===== config.mk =====
export PLATFORM = sky130hd
export DESIGN_NAME = sha256_msg_schedule
export DESIGN_NICKNAME = d
export VERILOG_FILES = /design/src/rtl/sha256_msg_schedule.sv
export SDC_FILE = /design/constraint.sdc
export NUM_CORES = 2
export LEC_CHECK = 0
export ABC_AREA = 0
export BUFFER_PORTS_ARGS = -buffer_cell sky130_fd_sc_hd__buf_2
export CORE_ASPECT_RATIO = 1.25
export CORE_UTILIZATION = 40
export CTS_BUF_LIST = sky130_fd_sc_hd__clkbuf_2 sky130_fd_sc_hd__clkbuf_4 sky130_fd_sc_hd__clkbuf_8
export CTS_CLUSTER_DIAMETER = 60
export DETAILED_ROUTE_END_ITERATION = 10
export PLACE_DENSITY = 0.72
export SYNTH_ARGS = -nofsm -noshare
export SYNTH_HDL_FRONTEND = slang
export SYNTH_SLANG_ARGS = --single-unit

===== constraint.sdc =====
create_clock -name clk -period 3.73 [get_ports clk]
set_clock_uncertainty 0.15 [all_clocks]
set_input_delay 0.5595 -clock clk [delete_from_list [all_inputs] [get_ports clk]]
set_output_delay 0.5595 -clock clk [all_outputs]
set_load 0.05 [all_outputs]

===== src/rtl/sha256_msg_schedule.sv =====
// SHA-256 message schedule: loads one 512-bit block and streams W_0..W_{ROUNDS-1}
// using a 16-word sliding window, with round index and operand-mux select alongside.
module sha256_msg_schedule #(
  parameter int ROUNDS = 64
) (
  input  logic         clk,
  input  logic         rst_n,
  input  logic         blk_valid,
  output logic         blk_ready,
  input  logic [511:0] block_in,
  output logic         w_valid,
  input  logic         w_ready,
  output logic [31:0]  w_out,
  output logic [5:0]   round,
  output logic [1:0]   w_src,
  output logic         done
);

  // Handshakes: a transfer happens on a rising edge where valid & ready are both
  // high; a producer holding valid keeps its payload stable until that edge.
  typedef enum logic [1:0] {S_IDLE, S_RUN, S_DONE} state_t;

  localparam logic [5:0] LAST_T = 6'(ROUNDS - 1);

  state_t      state;
  state_t      state_nxt;
  logic [31:0] window [16];
  logic [5:0]  t;
  logic        load;
  logic        adv;
  logic        last;
  logic [31:0] w_new;

  function automatic logic [31:0] sig0(input logic [31:0] x);
    return {x[6:0], x[31:7]} ^ {x[17:0], x[31:18]} ^ (x >> 3);
  endfunction

  function automatic logic [31:0] sig1(input logic [31:0] x);
    return {x[16:0], x[31:17]} ^ {x[18:0], x[31:19]} ^ (x >> 10);
  endfunction

  always_comb begin
    state_nxt = state;
    blk_ready = 1'b0;
    w_valid   = 1'b0;
    done      = 1'b0;
    case (state)
      S_IDLE: begin
        blk_ready = 1'b1;
        if (blk_valid) state_nxt = S_RUN;
      end
      S_RUN: begin
        w_valid = 1'b1;
        if (w_ready && last) state_nxt = S_DONE;
      end
      S_DONE: begin
        done      = 1'b1;
        state_nxt = S_IDLE;
      end
      default: state_nxt = S_IDLE;
    endcase
  end

  assign load  = blk_valid & blk_ready;
  assign adv   = w_valid & w_ready;
  assign last  = (t == LAST_T);
  assign w_new = sig1(window[14]) + window[9] + sig0(window[1]) + window[0];

  always_ff @(posedge clk or negedge rst_n) begin
    if (!rst_n) state <= S_IDLE;
    else        state <= state_nxt;
  end

  // t saturates at the last round so round stays valid through DONE.
  always_ff @(posedge clk or negedge rst_n) begin
    if (!rst_n) begin
      t <= '0;
      for (int i = 0; i < 16; i++) window[i] <= '0;
    end else if (load) begin
      t <= '0;
      for (int i = 0; i < 16; i++) window[i] <= block_in[511-32*i -: 32];
    end else if (adv) begin
      if (!last) t <= t + 6'd1;
      for (int i = 0; i < 15; i++) window[i] <= window[i+1];
      window[15] <= w_new;
    end
  end

  assign w_out = window[0];
  assign round = t;
  assign w_src = {1'b0, |t[5:4]};

endmodule


* After elaboration in Yosys (flattened, before gate mapping)
Cells that the tools add are included.
Widths: inputs -> output; s select.
** Storage, ports and cells
- Word-level logic and storage cells :: 51
- Register bits after elaboration :: 520
- Bits of input ports :: 516
** Cells by class
- Add/sub/neg operators :: 4
- Reduce and logical (&&, ||, !) cells :: 6
- Bitwise logic cells :: 6
- Eq/ne operators :: 6
- Multiplexer cells :: 11
** Operators with widths (number)
- $mux 512 :: 2
- $add 32x32->32 :: 3
- $xor 32x32->32 :: 2
- $xor 32x22->32 :: 1
- $xor 32x29->32 :: 1
- $mux 6 :: 3
- $add 6x1->6 const B :: 1
- $eq 6x6->1 const B :: 1
- $ne 2x2->1 const B :: 3
- $mux 2 :: 2
- $pmux 2 s2 :: 1
- $reduce_and 2->1 :: 2
- $mux 1 :: 3
- $and 1x1->1 :: 2
- $eq 2x1->1 const B :: 1
- $eq 2x2->1 const B :: 1
- $logic_not 2->1 :: 1
- $reduce_bool 2->1 :: 1
- $reduce_or 2->1 :: 1
- $logic_and 1x1->1 :: 1

* Depth between registers and ports, before layout
- Depth in word-level cells :: 7
- Gate-level depth with buffers :: 15
- Depth with buffers taken out :: 14

* Least setup slack after synthesis
No wires, ideal clock.
- Path type :: register to register
- Start point :: reg window[50] (netlist bit)
- End point :: reg window[27] (netlist bit)
- Arrival time :: 3.704 ns
- Buffers on the path :: 1
- Clock period less this slack :: 3.985 ns
- Cell stages (with the launch flop) :: 16
- Path slack :: -0.255 ns
- Path through :: dfrtp_1 -> clkbuf_1 -> xor2_1 -> xnor2_1 -> fa_1 -> inv_1 -> fa_1 -> ha_1 -> fa_1 -> a211oi_1 -> o21ai_0 -> o211ai_1 -> nand2_1 -> a21oi_1 -> nor4_1 -> or3_1
** On the way
- Cells in the longest elaborated chain, start to end :: 7
** RTL lines
- start, declared :: RTL line 27 : logic [31:0] window [16];
- $xor 32x32->32 :: RTL line 39 : return {x[16:0], x[31:17]} ^ {x[18:0], x[31:19]} ^ (x >> 10);
- $xor 32x22->32 * :: RTL line 39
- $add 32x32->32 * (3 in a row) :: RTL line 67 : assign w_new = sig1(window[14]) + window[9] + sig0(window[1]) + window[0];
- $mux 512 * :: RTL line 82 : end else if (adv) begin
- $mux 512 * :: RTL line 79 : end else if (load) begin
Every way passes the cells marked *; elsewhere a longest branch is shown, timed or not. The select of a mux whose other input is x is not followed.
A chain may end at the register's enable or synchronous reset.

* Worst setup path after layout
- Start point :: reg window[51] (netlist bit)
- End point :: reg window[31] (netlist bit)
Same word-level chain as after synthesis.

==> metrics <==
status finished with violations; violated checks setup timing; Vias roughly 30,000; Slew @ Worst Pin about 1.1 ns; GR Overflow Total 0; CP Launch Type flop; CP max stage cell fa_1; PortBufs ~560; ys flop type dfrtp_1; layout cells sized above 1 about 23%; H-tree level count 3; unrepaired setup endpoints after global routing yes; top cells by area, synth dfrtp_1 46%, nand2_1 13%, a31oi_1 11%; Post-DP Area approximately 33,000 um2; footprint of the multi-input gates 13,700 um2; Hold Path Class in -> reg; most frequent cell after synthesis nand2_1; Placer Congestion roughly 0.94; synthesized flop and latch total 520; Skew-Pair Late Insertion Delay between 0.7 and 0.8 ns; Async S/R FF share, synth 100%; Placed Instances 4,856; Commonest cells post-synth 1,009 x nand2_1, 523 x nor2_1, 520 x dfrtp_1; Synthesis Warnings 0; hold-critical path depth 3; Seq/Total Area, Yosys between 40 and 50%; total wire length 129 mm; Worst Hold Path EP window[14]; max_cap viols 0; Worst EP required 4.15 ns; vias in the first global route 30,300; Clock Path Buffers 3; drt wl/cell around 23 um; net count after synthesis roughly 4,100; Yosys top cell by area dfrtp_1; Synth Instances about 3,400; mean post-synth cell area just over 8 um2; CTS root buffer clkbuf_8; area delta synth->final 42.9%; fin worst setup slack -0.248 ns; final setup vio count 25; initial antenna violation count 7; Slew Limit Fails 0; Die ar. ~70,000 um2; largest net degree at the start of global routing around 190; Final Hold Viols 0; Total GRT Usage between 30% and 40%; Synth top area share between 40% and 50%; critical path class reg -> reg; Core ar. 69,500 um2; drt first pass iters 6; # nets final 5,118; Slowest Stage Delay on Critical Path ~0.51 ns; Die H approximately 300 um; post-route ant nets 0; final critical-path share of the clock period 107%; reg-to-reg startpoint window[51]; TritonCTS Buffers 89; Synth cell types between 60 and 70; TritonCTS clock tree built; Worst Hold Slack a little under 0.07 ns; I/O pins 559; Max Fclk 0.251 GHz; Fillers 5,808; Worst EP arrival between 4 and 5 ns; Register Area about 13,000 um2; Row Count 108; Final min period 3.98 ns; Post-DP HPWL just under 90 mm; r2r setup slk -0.25 ns; Starting Density ~40%; Post-Syn Area 28,100 um2; first-pass GRT wire length around 190 mm; R2R depth 15; Post-synth EDFFs 0; die width approximately 240 um; clock sink total 520; Min-Delay Startpoint block_in[14]; Worst-path clk slew around 0.06 ns; crit path cell chain xor2_1, xnor2_1, fa_1, fa_1, inv_2, fa_2, a211oi_4, o21ai_1, o211ai_1, nand2_2, buf_4, buf_6, a31oi_4, xnor2_1, o21ai_1; Worst setup EP type flop; Non-Filler Instances roughly 5,500; DRT iter0 DRCs between 3,000 and 4,000; Layout Utilization 57.8%; Slew HR 28.7%; routed vias/inst ~5.5; fin area roughly 40,000 um2; Critical Path Fanout Max 5; # DRC 0; Reg-to-Reg End window[31]
-- layout by cell type (no fill, tap or decap), types with 12 or more instances in the layout --
cell type,count
nand2_1,1006
buf_2,556
nor2_1,517
dfrtp_1,515
a31oi_1,488
dlygate4sd3_1,478
buf_4,227
inv_1,120
clkbuf_8,102
xnor2_1,80
fa_1,60
xor2_1,49
clkbuf_4,39
a21oi_1,35
ha_1,24
buf_12,22
o21ai_1,17
o21ai_0,14
buf_6,12
-- state kept, by name (all words and copies together), names as in the netlist --
signal and cells:
window 480, w_out 32, round 6, state 2
-- through the flow --
step	setup slack, ns	setup TNS, ns
2_1_floorplan	-0.0278	-0.0278
3_3_place_gp	-0.304	-3.70
3_5_place_dp	-0.337	-4.96
4_1_cts	-0.257	-4.00
5_1_grt	-0.392	-6.85
6_report	-0.248	-3.21
-- worst max-delay path by stage --
| stage | from | end |
|---|---|---|
| final | window[51] | window[31] |
| after global routing | window[50] | window[19] |
| after CTS | window[51] | window[27] |
| after detailed placement | window[50] | window[19] |
| after global placement | window[53] | window[29] |
| after floorplan | window[50] | window[27] |
-- final cells by class --
type,instances,area share [%]
Clock inverter,15,0.651
Tap cell,935,2.91
Antenna cell,9,0.0561
Inverter,122,1.14
Clock buffer,141,4.22
Sequential cell,520,32.4
Multi-Input combinational cell,2479,34.1
Timing Repair Buffer,1296,24.5
-- per-layer routing --
metal	vias up	track usage, %	wire length, um
met5	-	0.0673	0
met4	0	24.9	10200
met3	529	7.44	11400
met2	1914	56.4	59300
met1	14400	43.3	48400
li1	13500	-	-
-- logic make-up (layout without fill, tap and decap cells) --
kind of cell	count (synthesis)	count (layout)	synth area share [%]
xor+xnor	140	140	4.36
fa+ha+maj	94	94	5.84
flops	520	520	46.3
compound gates	644	644	14.5
buf+inv	444	1574	6.97
mux	7	7	0.254
simple gates	1593	1593	21.8
other cells	1	10	0.0133
-- timing repair --
item	in CTS	in global routing
hold endpoints to repair	559	0
endpoints found under the setup margin	26	27
resized for setup	72	50
hold buffers	478	0
pin swaps	51	33
buffers inserted	10	12
-- worst max-delay path: cells and delay by family, from the launching register on --
family | cells | cell delay [ns]
flip-flops | 1 | 0.38
AND/OR/NAND/NOR | 1 | 0.19
buffers and inverters | 3 | 0.34
adder cells (fa/ha/maj) | 3 | 1.41
AO/OA/AOI/OAI | 5 | 0.76
XOR/XNOR | 3 | 0.58
Power is not shown: default switching activity piles up to over one toggle a cycle in this logic, so the estimate is an artifact.
